[config.mk]
export PLATFORM = sky130hd
export DESIGN_NAME = fetch_stage
export DESIGN_NICKNAME = d
export VERILOG_FILES = /design/src/rtl/fetch_stage.sv
export SDC_FILE = /design/constraint.sdc
export NUM_CORES = 1
export LEC_CHECK = 0
export ABC_CLOCK_PERIOD_IN_PS = 13700
export CAP_MARGIN = 20
export CORE_UTILIZATION = 45
export CTS_BUF_LIST = sky130_fd_sc_hd__clkbuf_4 sky130_fd_sc_hd__clkbuf_8
export DETAILED_ROUTE_END_ITERATION = 7
export PLACE_DENSITY = 0.65
export SYNTH_ARGS = -nofsm -noshare
export SYNTH_HDL_FRONTEND = slang
export SYNTH_SLANG_ARGS = --single-unit
[constraint.sdc]
create_clock -name clk -period 13.7 [get_ports clk]
set_input_delay 2.74 -clock clk [delete_from_list [all_inputs] [get_ports clk]]
set_output_delay 2.74 -clock clk [all_outputs]
set_load 0.01 [all_outputs]
[src/rtl/fetch_stage.sv]
// Instruction fetch front end: PC register, credit-limited imem request port,
// in-order fetch buffer with bypass, and redirect squash. Optional FETCH_STATS_EN adds counters.
module fetch_stage #(
    parameter logic [31:0] RESET_PC   = 32'h0000_0000,
    parameter int          FIFO_DEPTH = 2,
    parameter logic [31:0] NOP_INSN   = 32'h0000_0013
) (
    input  logic        clk,
    input  logic        rst,
    input  logic        stall,
    input  logic        pc_src_mem,
    input  logic [31:0] target_pc,
    output logic        imem_req,
    output logic [31:0] imem_addr,
    input  logic        imem_gnt,
    input  logic        imem_rvalid,
    input  logic [31:0] imem_rdata,
    output logic [31:0] instruction,
    output logic [31:0] pc_if,
    output logic [31:0] pc_plus_4_if,
    output logic        valid_if
`ifdef FETCH_STATS_EN
    ,
    output logic [31:0] redirect_count,
    output logic [31:0] bubble_count
`endif
);

    localparam int PTR_W = (FIFO_DEPTH > 1) ? $clog2(FIFO_DEPTH) : 1;
    localparam int CNT_W = $clog2(FIFO_DEPTH + 1);

    typedef enum logic {RUN, FLUSH} state_t;

    state_t             state_q, state_d;
    logic [31:0]        fetch_pc_q, fetch_pc_d;
    logic [31:0]        resp_pc_q, resp_pc_d;
    logic [CNT_W-1:0]   outstanding_q, outstanding_d;
    logic [CNT_W-1:0]   drop_cnt_q, drop_cnt_d;
    logic [CNT_W-1:0]   buf_count_q, buf_count_d;
    logic [PTR_W-1:0]   rd_ptr_q, rd_ptr_d;
    logic [PTR_W-1:0]   wr_ptr_q, wr_ptr_d;
    logic [31:0]        buf_insn_q [FIFO_DEPTH];
    logic [31:0]        buf_insn_d [FIFO_DEPTH];
    logic [31:0]        buf_pc_q [FIFO_DEPTH];
    logic [31:0]        buf_pc_d [FIFO_DEPTH];
    logic               req_q, req_d;
    logic [31:0]        insn_q, insn_d;
    logic [31:0]        pc_if_q, pc_if_d;
    logic [31:0]        pc4_q, pc4_d;
    logic               valid_q, valid_d;
    logic               fresh_q, fresh_d;

    logic               grant;
    logic               resp_live;
    logic               push;
    logic               pop;
    logic               bypass;

`ifdef FETCH_STATS_EN
    logic [31:0]        redir_cnt_q, redir_cnt_d;
    logic [31:0]        bubble_cnt_q, bubble_cnt_d;
`endif

    function automatic logic [PTR_W-1:0] ptr_inc(input logic [PTR_W-1:0] p);
        return (int'(p) == FIFO_DEPTH - 1) ? '0 : p + PTR_W'(1);
    endfunction

    always_comb begin
        state_d       = state_q;
        fetch_pc_d    = fetch_pc_q;
        resp_pc_d     = resp_pc_q;
        drop_cnt_d    = drop_cnt_q;
        rd_ptr_d      = rd_ptr_q;
        wr_ptr_d      = wr_ptr_q;
        buf_insn_d    = buf_insn_q;
        buf_pc_d      = buf_pc_q;
        insn_d        = insn_q;
        pc_if_d       = pc_if_q;
        pc4_d         = pc4_q;
        valid_d       = valid_q;
        fresh_d       = fresh_q;
        push          = 1'b0;
        pop           = 1'b0;
        bypass        = 1'b0;

        grant = req_q & imem_gnt;
        // Responses with nothing in flight (e.g. left over from before reset) are ignored.
        resp_live = imem_rvalid && (outstanding_q != '0);

        if (grant) begin
            fetch_pc_d = fetch_pc_q + 32'd4;
            fresh_d    = 1'b0;
        end
        outstanding_d = outstanding_q + CNT_W'(grant) - CNT_W'(resp_live);

        if (pc_src_mem) begin
            fetch_pc_d  = target_pc & ~32'h3;
            resp_pc_d   = target_pc & ~32'h3;
            rd_ptr_d    = '0;
            wr_ptr_d    = '0;
            insn_d      = NOP_INSN;
            valid_d     = 1'b0;
            drop_cnt_d  = (state_q == FLUSH) ? drop_cnt_q - CNT_W'(resp_live) : outstanding_d;
            state_d     = (state_q == FLUSH || outstanding_d != '0) ? FLUSH : RUN;
            buf_count_d = '0;
        end else begin
            if (state_q == FLUSH) begin
                drop_cnt_d = drop_cnt_q - CNT_W'(resp_live);
                if (drop_cnt_d == '0) begin
                    state_d = RUN;
                end
            end else if (resp_live) begin
                resp_pc_d = resp_pc_q + 32'd4;
                if (buf_count_q == '0 && !stall) begin
                    bypass = 1'b1;
                end else begin
                    push = 1'b1;
                end
            end

            if (!stall) begin
                if (buf_count_q != '0) begin
                    pop     = 1'b1;
                    insn_d  = buf_insn_q[rd_ptr_q];
                    pc_if_d = buf_pc_q[rd_ptr_q];
                    pc4_d   = buf_pc_q[rd_ptr_q] + 32'd4;
                    valid_d = 1'b1;
                end else if (bypass) begin
                    insn_d  = imem_rdata;
                    pc_if_d = resp_pc_q;
                    pc4_d   = resp_pc_q + 32'd4;
                    valid_d = 1'b1;
                end else begin
                    insn_d  = NOP_INSN;
                    valid_d = 1'b0;
                end
            end

            if (push) begin
                buf_insn_d[wr_ptr_q] = imem_rdata;
                buf_pc_d[wr_ptr_q]   = resp_pc_q;
                wr_ptr_d             = ptr_inc(wr_ptr_q);
            end
            if (pop) begin
                rd_ptr_d = ptr_inc(rd_ptr_q);
            end
            buf_count_d = buf_count_q + CNT_W'(push) - CNT_W'(pop);
        end

        // Request is registered, so it naturally drops for the cycle after a redirect.
        req_d = (state_d == RUN) && !pc_src_mem &&
                ((int'(buf_count_d) + int'(outstanding_d)) < FIFO_DEPTH);

`ifdef FETCH_STATS_EN
        redir_cnt_d  = redir_cnt_q;
        bubble_cnt_d = bubble_cnt_q;
        if (pc_src_mem && redir_cnt_q != 32'hFFFF_FFFF) begin
            redir_cnt_d = redir_cnt_q + 32'd1;
        end
        if (!stall && !valid_d && bubble_cnt_q != 32'hFFFF_FFFF) begin
            bubble_cnt_d = bubble_cnt_q + 32'd1;
        end
`endif
    end

    always_ff @(posedge clk) begin
        buf_insn_q <= buf_insn_d;
        buf_pc_q   <= buf_pc_d;
        if (rst) begin
            state_q       <= RUN;
            fetch_pc_q    <= RESET_PC;
            resp_pc_q     <= RESET_PC;
            outstanding_q <= '0;
            drop_cnt_q    <= '0;
            buf_count_q   <= '0;
            rd_ptr_q      <= '0;
            wr_ptr_q      <= '0;
            req_q         <= 1'b0;
            insn_q        <= NOP_INSN;
            pc_if_q       <= 32'h0;
            pc4_q         <= 32'h0;
            valid_q       <= 1'b0;
            fresh_q       <= 1'b1;
`ifdef FETCH_STATS_EN
            redir_cnt_q   <= 32'h0;
            bubble_cnt_q  <= 32'h0;
`endif
        end else begin
            state_q       <= state_d;
            fetch_pc_q    <= fetch_pc_d;
            resp_pc_q     <= resp_pc_d;
            outstanding_q <= outstanding_d;
            drop_cnt_q    <= drop_cnt_d;
            buf_count_q   <= buf_count_d;
            rd_ptr_q      <= rd_ptr_d;
            wr_ptr_q      <= wr_ptr_d;
            req_q         <= req_d;
            insn_q        <= insn_d;
            pc_if_q       <= pc_if_d;
            pc4_q         <= pc4_d;
            valid_q       <= valid_d;
            fresh_q       <= fresh_d;
`ifdef FETCH_STATS_EN
            redir_cnt_q   <= redir_cnt_d;
            bubble_cnt_q  <= bubble_cnt_d;
`endif
        end
    end

`ifndef SYNTHESIS
    always_ff @(posedge clk) begin
        if (!rst && imem_rvalid && !fresh_q) begin
            assert (outstanding_q != '0 || drop_cnt_q != '0)
                else $error("fetch_stage: imem_rvalid with nothing outstanding");
        end
    end
`endif

    assign imem_req     = req_q;
    assign imem_addr    = fetch_pc_q;
    assign instruction  = insn_q;
    assign pc_if        = pc_if_q;
    assign pc_plus_4_if = pc4_q;
    assign valid_if     = valid_q;
`ifdef FETCH_STATS_EN
    assign redirect_count = redir_cnt_q;
    assign bubble_count   = bubble_cnt_q;
`endif

endmodule

==> flow_metrics.env, run 1 <==
export IMPL_ir_worst_vdd_mv=0.07462
export IMPL_cts_tree="yes"
export IMPL_ioPinCount=200
export IMPL_area_delta_synth_final_pct=24.14
export IMPL_grtUsageTotal_pct=22.26
export IMPL_avgSynthCellArea_um2=10.38
export IMPL_avgViaCountPerCell=5.504
export IMPL_hold_buffers=0
export IMPL_drc=0
export IMPL_synth_cells=1269
export IMPL_ys_seq_elements=287
export IMPL_clockBufferDepth=3
export IMPL_synth_ff_type="dfxtp_1"
export IMPL_hold_violations=0
export IMPL_ant_nets=0
export IMPL_synth_seq_area_share_pct=53.04
export IMPL_antenna_cells=0
export IMPL_globalRouteOverflowTotal=0
export IMPL_dp_hpwl_um=22330
export IMPL_drtPass1Iterations=8
export IMPL_ys_warnings_count=0
export IMPL_period_minus_slack_ns=5.499
export IMPL_grt_pass1_vias=9841
export IMPL_multi_input_area_mm2=0.005672
export IMPL_syn_area_mm2=0.01317
export IMPL_rsz0062_at_grt="false"
export IMPL_finalSetupTns_ns=0
export IMPL_cts_setup_buffers=0
export IMPL_final_nets=1514
export IMPL_grt_pass1_wl_um=53560
export IMPL_synthArstFlopShare_pct=0
export IMPL_critPathMaxFanout=16
export IMPL_port_buffers=191
export IMPL_cp_data_arrival_time_ns=5.96
export IMPL_grt_max_degree=84
export IMPL_nFillCells=2494
export IMPL_tightestPinTransition_ns=1.094
export IMPL_path_class="input pin to flip-flop"
export IMPL_setup_viol=0
export IMPL_regArea_mm2=0.006990
export IMPL_final_max_slew_viol_count=0
export IMPL_die_w_um=173.1
export IMPL_htree_levels=2
export IMPL_leakage_nw=5.448
export IMPL_finalCritPeriodShare_pct=40.14
export IMPL_fin_hold_ws_ns=0.4468
export IMPL_ctsResizeCount=0
export IMPL_start_util_pct=45.77
export IMPL_cts_buffers=47
export IMPL_cellPowerDensity_mw_per_mm2=129.3
export IMPL_routed_wl_um=33930
export IMPL_antenna_found_initial=0
export IMPL_maxCapViolCount=0
export IMPL_via_count=10230
export IMPL_fp_dieH_um=173.1
export IMPL_std_cell_rows=62
export IMPL_yosys_cell_types_count=66
export IMPL_clkSinkCount=287
export IMPL_skew_ns=0.01326
export IMPL_final_layout_size_suffix_gt1_share_pct=11.06
export IMPL_critPathLaunchType="input pin"
export IMPL_post_place_ws_ns=7.629
export IMPL_drtIter0Drc=796
export IMPL_status="complete, no violations"
export IMPL_clk_pin_slew_worst_paths_ns=0.06
export IMPL_place_area_mm2=0.01532
export IMPL_post_drt_wl_per_cell_um=18.26
export IMPL_final_cell_area_mm2=0.01635
export IMPL_worst_slack_ns=8.201
export IMPL_dp_cells=1769
export IMPL_die_area_mm2=0.02996
export IMPL_synth_edf_count=124
export IMPL_routabilityCongestion=0.8677
export IMPL_coreArea_mm2=0.02878
export IMPL_fmax_ghz=0.1819
export IMPL_final_cells=1858
export IMPL_critPathCaptureType="flip-flop"
export IMPL_clk_latency_ns=0.56
export IMPL_min_path_type="flip-flop to flip-flop"
export IMPL_relSlewSlack_pct=26.81
export IMPL_crit_required_ns=14.16
export IMPL_cts_root_buf="clkbuf_8"
[kinds of logic after synthesis]
logic type | synth area share [%]
mux | 5.186
fa+ha+maj | 0.9119
xor+xnor | 7.114
simple gates | 14.27
other cells | 0.02847
compound gates | 15.10
flops | 53.04
buf+inv | 4.350
[registers in the layout, summed over array words and instances (netlist names)]
name,flops
pc_plus_4_if,30
state_q,1
imem_req,1
pc_if,30
buf_count_q,2
buf_insn_q,64
buf_pc_q,60
drop_cnt_q,2
wr_ptr_q,1
imem_addr,30
resp_pc_q,30
instruction,32
valid_if,1
rd_ptr_q,1
outstanding_q,2
[per-layer routing]
| metal | track usage (%) | wire length (µm) |
|---|---|---|
| met5 | 0 | 0 |
| met4 | 6.527 | 704 |
| met3 | 5.145 | 2629 |
| met2 | 33.03 | 14480 |
| met1 | 32.25 | 16110 |
[final cells by class]
cell class	count	area share, %
Multi-Input combinational cell	853	34.69
Timing Repair Buffer	210	12.52
Clock inverter	6	0.2219
Clock buffer	82	6.060
Sequential cell	287	42.75
Tap cell	384	2.938
Inverter	36	0.8264
[power breakdown]
group | total, mW | leakage (nW) | switching [mW] | internal [mW]
Sequential | 0.993 | 2.46 | 0.0474 | 0.946
Combinational | 0.330 | 2.45 | 0.186 | 0.144
Clock | 0.792 | 0.542 | 0.338 | 0.453
[placed cells by master (no fill, tap or decap), types with 4 or more instances in the layout]
| cell | Yosys | layout |
|---|---|---|
| a211o_1 | 5 | 5 |
| a211oi_1 | 16 | 16 |
| a21boi_0 | 36 | 36 |
| a21oi_1 | 83 | 83 |
| a221oi_1 | 7 | 7 |
| a222oi_1 | 32 | 32 |
| a22oi_1 | 5 | 5 |
| a31oi_1 | 6 | 6 |
| and2_1 | 6 | 6 |
| and3_1 | 7 | 7 |
| and4_1 | 7 | 7 |
| buf_4 | 9 | 19 |
| clkbuf_4 | 0 | 23 |
| clkbuf_8 | 0 | 60 |
| clkdlybuf4s50_1 | 0 | 189 |
| conb_1 | 1 | 6 |
| dfxtp_1 | 163 | 162 |
| edfxtp_1 | 124 | 124 |
| ha_1 | 8 | 8 |
| inv_1 | 36 | 36 |
| mux2_2 | 34 | 34 |
| mux2i_1 | 30 | 30 |
| nand2_1 | 118 | 118 |
| nand3_1 | 47 | 47 |
| nand3b_1 | 7 | 7 |
| nand4_1 | 23 | 23 |
| nand4b_1 | 7 | 7 |
| nor2_1 | 104 | 103 |
| nor3_1 | 34 | 32 |
| nor4_1 | 6 | 6 |
| o211ai_1 | 30 | 30 |
| o21a_1 | 11 | 11 |
| o21ai_0 | 14 | 14 |
| o21bai_1 | 6 | 6 |
| o31a_1 | 7 | 7 |
| or2_2 | 4 | 4 |
| xnor2_1 | 58 | 58 |
| xor2_1 | 49 | 49 |
[worst max-delay path: stages]
cell and delay (ns):
clkdlybuf4s50_1 0.46, o21ai_0 0.14, nor2_1 0.13, buf_4 0.29
o21ai_0 0.30, ha_1 0.37, inv_1 0.04, ha_1 0.17
xor2_1 0.15, xnor2_1 0.15, nor2_1 0.25, fa_1 0.47
nor4b_1 0.28
[synthesized netlist by cell type (32+ instances only)]
master    number  share of area, %
a21boi_0      36               2.1
a21oi_1       83               3.2
a222oi_1      32               2.4
clkbuf_1      67               1.9
dfxtp_1      163                25
edfxtp_1     124                28
inv_1         36               1.0
mux2_2        34               2.9
nand2_1      118               3.4
nand3_1       47               1.8
nor2_1       104               3.0
nor3_1        34               1.3
xnor2_1       58               3.9
xor2_1        49               3.3
[through the flow]
stage / power, mW / utilization, %
5_1_grt: 2.206 / 56.82
6_report: 2.115 / 56.82
4_1_cts: 2.131 / 56.79
3_5_place_dp: 1.337 / 53.22
2_1_floorplan: 1.200 / -
3_3_place_gp: 1.332 / 53.22
[path summary, 6_finish.rpt]
check | from | endpoint | slack [ns] | depth (start not counted)
setup / recovery | imem_rvalid | imem_req$_SDFF_PP0_ | 8.20 | 13
hold / removal | pc_if[4]$_SDFFE_PP0P_ | pc_if[4]$_SDFFE_PP0P_ | 0.45 | 2
setup reg to reg | rd_ptr_q$_SDFFE_PP0P_ | pc_plus_4_if[30]$_SDFFE_PP0P_ | 10.48 | 8
hold reg to reg | pc_if[4]$_SDFFE_PP0P_ | pc_if[4]$_SDFFE_PP0P_ | 0.45 | 2
Power figures use the tool's default switching activity.
==> run 2: changes to the inputs <==
Settings changed: ABC_CLOCK_PERIOD_IN_PS 13700 to 5230.
Clock period 13.7 ns to 5.23 ns, I/O delays scaled along.
==> flow_metrics.env, run 2 (same netlist as run 1, synthesis figures left out) <==
export IMPL_finalCritPeriodShare_pct=72.36
export IMPL_ioPinCount=200
export IMPL_r2r_end="pc_plus_4_if[30]$_SDFFE_PP0P_"
export IMPL_via_count=10210
export IMPL_hold_buffers=0
export IMPL_finalSetupTns_ns=0
export IMPL_clk_latency_ns=0.56
export IMPL_min_path_type="flip-flop to flip-flop"
export IMPL_worstHoldPathCells=2
export IMPL_critPathMaxFanout=4
export IMPL_antenna_found_initial=0
export IMPL_cellPowerDensity_mw_per_mm2=336.9
export IMPL_critPathCaptureType="flip-flop"
export IMPL_maxCapViolCount=0
export IMPL_path_class="input pin to flip-flop"
export IMPL_grt_pass1_wl_um=54050
export IMPL_ir_worst_vdd_mv=0.1541
export IMPL_regMostFlops="buf_insn_q"
export IMPL_hold_violations=0
export IMPL_fin_util_pct=56.75
export IMPL_rr_worst_depth=8
export IMPL_area_delta_synth_final_pct=23.98
export IMPL_cp_data_arrival_time_ns=4.24
export IMPL_port_buffers=191
export IMPL_dp_hpwl_um=22350
export IMPL_largest_reg_flops=64
export IMPL_fp_dieH_um=173.1
export IMPL_coreArea_mm2=0.02878
export IMPL_ant_nets=0
export IMPL_final_nets=1514
export IMPL_routabilityCongestion=0.8627
export IMPL_grtUsageTotal_pct=22.52
export IMPL_rsz0062_at_grt="false"
export IMPL_rr_startpoint="rd_ptr_q$_SDFFE_PP0P_"
export IMPL_leakage_nw=5.441
export IMPL_start_util_pct=45.77
export IMPL_skew_ns=0.02223
export IMPL_die_area_mm2=0.02996
export IMPL_routed_wl_um=34070
export IMPL_final_max_slew_viol_count=0
export IMPL_final_layout_size_suffix_gt1_share_pct=10.71
export IMPL_final_cell_area_mm2=0.01633
export IMPL_std_cell_rows=62
export IMPL_clockBufferDepth=3
export IMPL_place_area_mm2=0.01533
export IMPL_antenna_cells=0
export IMPL_r2r_slack_ns=1.84
export IMPL_cts_setup_buffers=0
export IMPL_relSlewSlack_pct=31.74
export IMPL_cts_root_buf="clkbuf_8"
export IMPL_clk_pin_slew_worst_paths_ns=0.06
export IMPL_ctsResizeCount=0
export IMPL_drtPass1Iterations=5
export IMPL_clkSinkCount=287
export IMPL_crit_required_ns=5.68
export IMPL_fin_hold_ws_ns=0.4492
export IMPL_status="complete, no violations"
export IMPL_drc=0
export IMPL_hold_path_end="pc_if[27]$_SDFFE_PP0P_"
export IMPL_drtIter0Drc=871
export IMPL_nFillCells=2603
export IMPL_fmax_ghz=0.2642
export IMPL_post_drt_wl_per_cell_um=18.33
export IMPL_cts_tree="yes"
export IMPL_avgViaCountPerCell=5.492
export IMPL_period_minus_slack_ns=3.785
export IMPL_cts_buffers=48
export IMPL_holdCritStartpoint="pc_if[27]$_SDFFE_PP0P_"
export IMPL_grt_pass1_vias=9707
export IMPL_htree_levels=2
export IMPL_critPathLaunchType="input pin"
export IMPL_globalRouteOverflowTotal=0
export IMPL_grt_max_degree=84
export IMPL_setup_viol=0
export IMPL_final_cell_mix="clkdlybuf4s50_1 (189), dfxtp_1 (162), edfxtp_1 (124)"
export IMPL_layout_commonest_cell="clkdlybuf4s50_1"
export IMPL_tightestPinTransition_ns=1.020
export IMPL_die_w_um=173.1
-- run 2: cell types whose count changed in the layout (fill, tap and decap cells not counted) --
| cell | previous run | this run |
|---|---|---|
| bufinv_16 | 0 | 1 |
| clkbuf_8 | 60 | 54 |
| clkinv_1 | 1 | 7 |
| clkinv_2 | 2 | 3 |
| clkinvlp_4 | 3 | 2 |
| nor3_2 | 3 | 2 |
| nor3_4 | 0 | 1 |
| nor3b_2 | 1 | 0 |
| nor3b_4 | 0 | 1 |
-- run 2: power breakdown --
| group | switching, mW | leakage [nW] | total (mW) | internal (mW) |
|---|---|---|---|---|
| logic | 0.488 | 2.45 | 0.863 | 0.374 |
| registers | 0.125 | 2.46 | 2.60 | 2.48 |
| clock network | 0.880 | 0.531 | 2.04 | 1.16 |
| total | 1.49 | 5.44 | 5.50 | 4.01 |
-- run 2: critical path, cell delays in order --
cell and delay (ns):
clkdlybuf4s50_1 0.52, o21ai_0 0.83, ha_1 0.38, inv_1 0.06
ha_1 0.15, xor2_1 0.18, xnor2_1 0.17, nor2_1 0.09
fa_1 0.48, nor4b_1 0.32
-- run 2: layer usage --
| metal | up-vias | global-route usage [%] | wire, µm |
|---|---|---|---|
| li1 | 4966 | - | - |
| met1 | 4825 | 33.46 | 16440 |
| met2 | 378 | 33.05 | 14440 |
| met3 | 41 | 5.211 | 2725 |
| met4 | 0 | 5.199 | 469 |
| met5 | - | 0 | 0 |
-- run 2: worst max path at each step --
| stage | slack, ns | endpoint | from | depth (start not counted) |
|---|---|---|---|---|
| final | 1.45 | imem_req$_SDFF_PP0_ | stall | 10 |
| after global routing | 1.28 | imem_req$_SDFF_PP0_ | stall | 10 |
| after CTS | 1.48 | imem_req$_SDFF_PP0_ | stall | 10 |
| after detailed placement | 0.95 | imem_req$_SDFF_PP0_ | stall | 10 |
| after global placement | 1.05 | imem_req$_SDFF_PP0_ | stall | 10 |
| after floorplan | 0.58 | buf_insn_q[0]$_DFFE_PP_ | imem_rvalid | 4 |
-- run 2: cell type report --
| type | count | area (µm²) | area share, % |
|---|---|---|---|
| multi-input combinational | 853 | 5684 | 34.80 |
| sequential | 287 | 6990 | 42.80 |
| tap | 384 | 480.5 | 2.942 |
| clock inverter | 13 | 86.33 | 0.5286 |
| timing repair buffer | 209 | 2039 | 12.49 |
| inverter | 36 | 135.1 | 0.8274 |
| clock buffer | 77 | 915.9 | 5.608 |
-- run 2: through the flow --
step / cells / setup slack [ns] / total power, mW
after floorplan: 1274 / 0.5807 / 3.141
after global placement: 1769 / 1.054 / 3.489
after detailed placement: 1769 / 0.9473 / 3.505
after CTS: 1859 / 1.482 / 5.559
after global routing: 1859 / 1.285 / 5.762
final: 1859 / 1.445 / 5.502
==> run 3: changes to the inputs <==
Settings changed: ABC_CLOCK_PERIOD_IN_PS 5230 to 3640.
Clock period 5.23 ns to 3.64 ns, I/O delays scaled along.
==> flow_metrics.env, run 3 (same netlist as run 1, synthesis figures left out) <==
export IMPL_status="complete, no violations"
export IMPL_maxCapViolCount=0
export IMPL_crit_required_ns=4.02
export IMPL_drtPass1Iterations=6
export IMPL_globalRouteOverflowTotal=0
export IMPL_area_delta_synth_final_pct=24.32
export IMPL_cts_buffers=47
export IMPL_cts_root_buf="clkbuf_8"
export IMPL_cp_data_arrival_time_ns=3.35
export IMPL_fp_dieH_um=173.1
export IMPL_power_mw=7.903
export IMPL_fin_hold_ws_ns=0.4515
export IMPL_cellPowerDensity_mw_per_mm2=482.6
export IMPL_r2r_end="pc_plus_4_if[30]$_SDFFE_PP0P_"
export IMPL_ctsResizeCount=0
export IMPL_finalSetupTns_ns=0
export IMPL_coreArea_mm2=0.02878
export IMPL_avgViaCountPerCell=5.582
export IMPL_std_cell_rows=62
export IMPL_rsz0062_at_grt="false"
export IMPL_start_util_pct=45.77
export IMPL_final_nets=1521
export IMPL_fmax_ghz=0.3366
export IMPL_ant_nets=0
export IMPL_routed_wl_um=34130
export IMPL_post_place_ws_ns=0.1027
export IMPL_post_drt_wl_per_cell_um=18.32
export IMPL_hold_buffers=0
export IMPL_final_cell_mix="clkdlybuf4s50_1 (189), dfxtp_1 (162), edfxtp_1 (124)"
export IMPL_final_max_slew_viol_count=0
export IMPL_cts_setup_buffers=0
export IMPL_critPathCaptureType="flip-flop"
export IMPL_rr_worst_depth=8
export IMPL_holdCritStartpoint="pc_if[28]$_SDFFE_PP0P_"
export IMPL_drc=0
export IMPL_hold_path_end="pc_if[28]$_SDFFE_PP0P_"
export IMPL_worstHoldPathCells=2
export IMPL_ir_worst_vdd_mv=0.2317
export IMPL_finalCritPeriodShare_pct=81.61
export IMPL_port_buffers=191
export IMPL_path_class="flip-flop to flip-flop"
export IMPL_regMostFlops="buf_insn_q"
export IMPL_min_path_type="flip-flop to flip-flop"
export IMPL_rr_startpoint="rd_ptr_q$_SDFFE_PP0P_"
export IMPL_final_layout_size_suffix_gt1_share_pct=11.09
export IMPL_final_cell_area_mm2=0.01638
export IMPL_place_area_mm2=0.01539
export IMPL_grt_max_degree=84
export IMPL_antenna_cells=0
export IMPL_routabilityCongestion=0.8494
export IMPL_clk_pin_slew_worst_paths_ns=0.06
export IMPL_tightestPinTransition_ns=0.8758
export IMPL_clk_latency_ns=0.55
export IMPL_clkSinkCount=287
export IMPL_period_minus_slack_ns=2.971
export IMPL_worst_slack_ns=0.6693
export IMPL_drtIter0Drc=782
export IMPL_grt_pass1_vias=10070
export IMPL_ioPinCount=200
export IMPL_r2r_slack_ns=0.67
export IMPL_cts_tree="yes"
export IMPL_final_cells=1863
export IMPL_leakage_nw=5.481
export IMPL_relSlewSlack_pct=41.61
export IMPL_die_area_mm2=0.02996
export IMPL_htree_levels=2
export IMPL_grtUsageTotal_pct=22.56
export IMPL_via_count=10400
export IMPL_hold_violations=0
export IMPL_skew_ns=0.01743
export IMPL_antenna_found_initial=1
export IMPL_largest_reg_flops=64
export IMPL_setup_viol=0
export IMPL_clockBufferDepth=3
export IMPL_critPathMaxFanout=33
export IMPL_dp_cells=1777
export IMPL_dp_hpwl_um=22920
export IMPL_critPathLaunchType="flip-flop"
export IMPL_die_w_um=173.1
export IMPL_layout_commonest_cell="clkdlybuf4s50_1"
export IMPL_fin_util_pct=56.90
export IMPL_grt_pass1_wl_um=54170
==> run 3: changes by cell type in the layout (fill, tap and decap cells not counted), sizes merged <==
cell,change
buf,+8
bufinv,+1
clkinvlp,-2
clkbuf,-5
clkinv,+2
==> run 3: routing by layer <==
metal | routed length [µm] | GRT usage (%)
met1 | 15970 | 32.89
met2 | 14580 | 33.22
met3 | 2675 | 4.573
met4 | 889 | 7.670
met5 | 13 | 0
==> run 3: area by class of cell <==
cell class / count / area [µm²]
clock buffers: 72 / 872.1
fillers: 2551 / 12400
multi-input cells: 853 / 5684
clock inverters: 14 / 113.9
flip-flops and latches: 287 / 6990
well taps: 384 / 480.5
repair buffers: 217 / 2100
inverters: 36 / 135.1
==> run 3: worst max-delay path: stages (launching register included) <==
cell and delay (ns):
dfxtp_4 0.60, mux2_2 0.25, ha_1 0.25, nand4_1 0.14, a221oi_2 0.54, nand4_2 0.37
or3_1 0.43, a21boi_1 0.15, a2111oi_1 0.07
==> run 3: power by group <==
group          switching (mW)  total [mW]  internal, mW
combinational           0.713        1.26         0.550
clock                    1.24        2.90          1.67
sequential              0.176        3.74          3.56
==> run 3: worst max-delay path by stage <==
stage	startpoint	end	slack [ns]	cells after the start
2_1_floorplan	imem_rvalid	buf_insn_q[0]$_DFFE_PP_	0.08	4
3_3_place_gp	imem_rvalid	imem_req$_SDFF_PP0_	0.21	12
3_5_place_dp	imem_rvalid	imem_req$_SDFF_PP0_	0.10	12
4_1_cts	rd_ptr_q$_SDFFE_PP0P_	pc_plus_4_if[30]$_SDFFE_PP0P_	0.67	8
5_1_grt	rd_ptr_q$_SDFFE_PP0P_	pc_plus_4_if[30]$_SDFFE_PP0P_	0.47	8
6_report	rd_ptr_q$_SDFFE_PP0P_	pc_plus_4_if[30]$_SDFFE_PP0P_	0.67	8
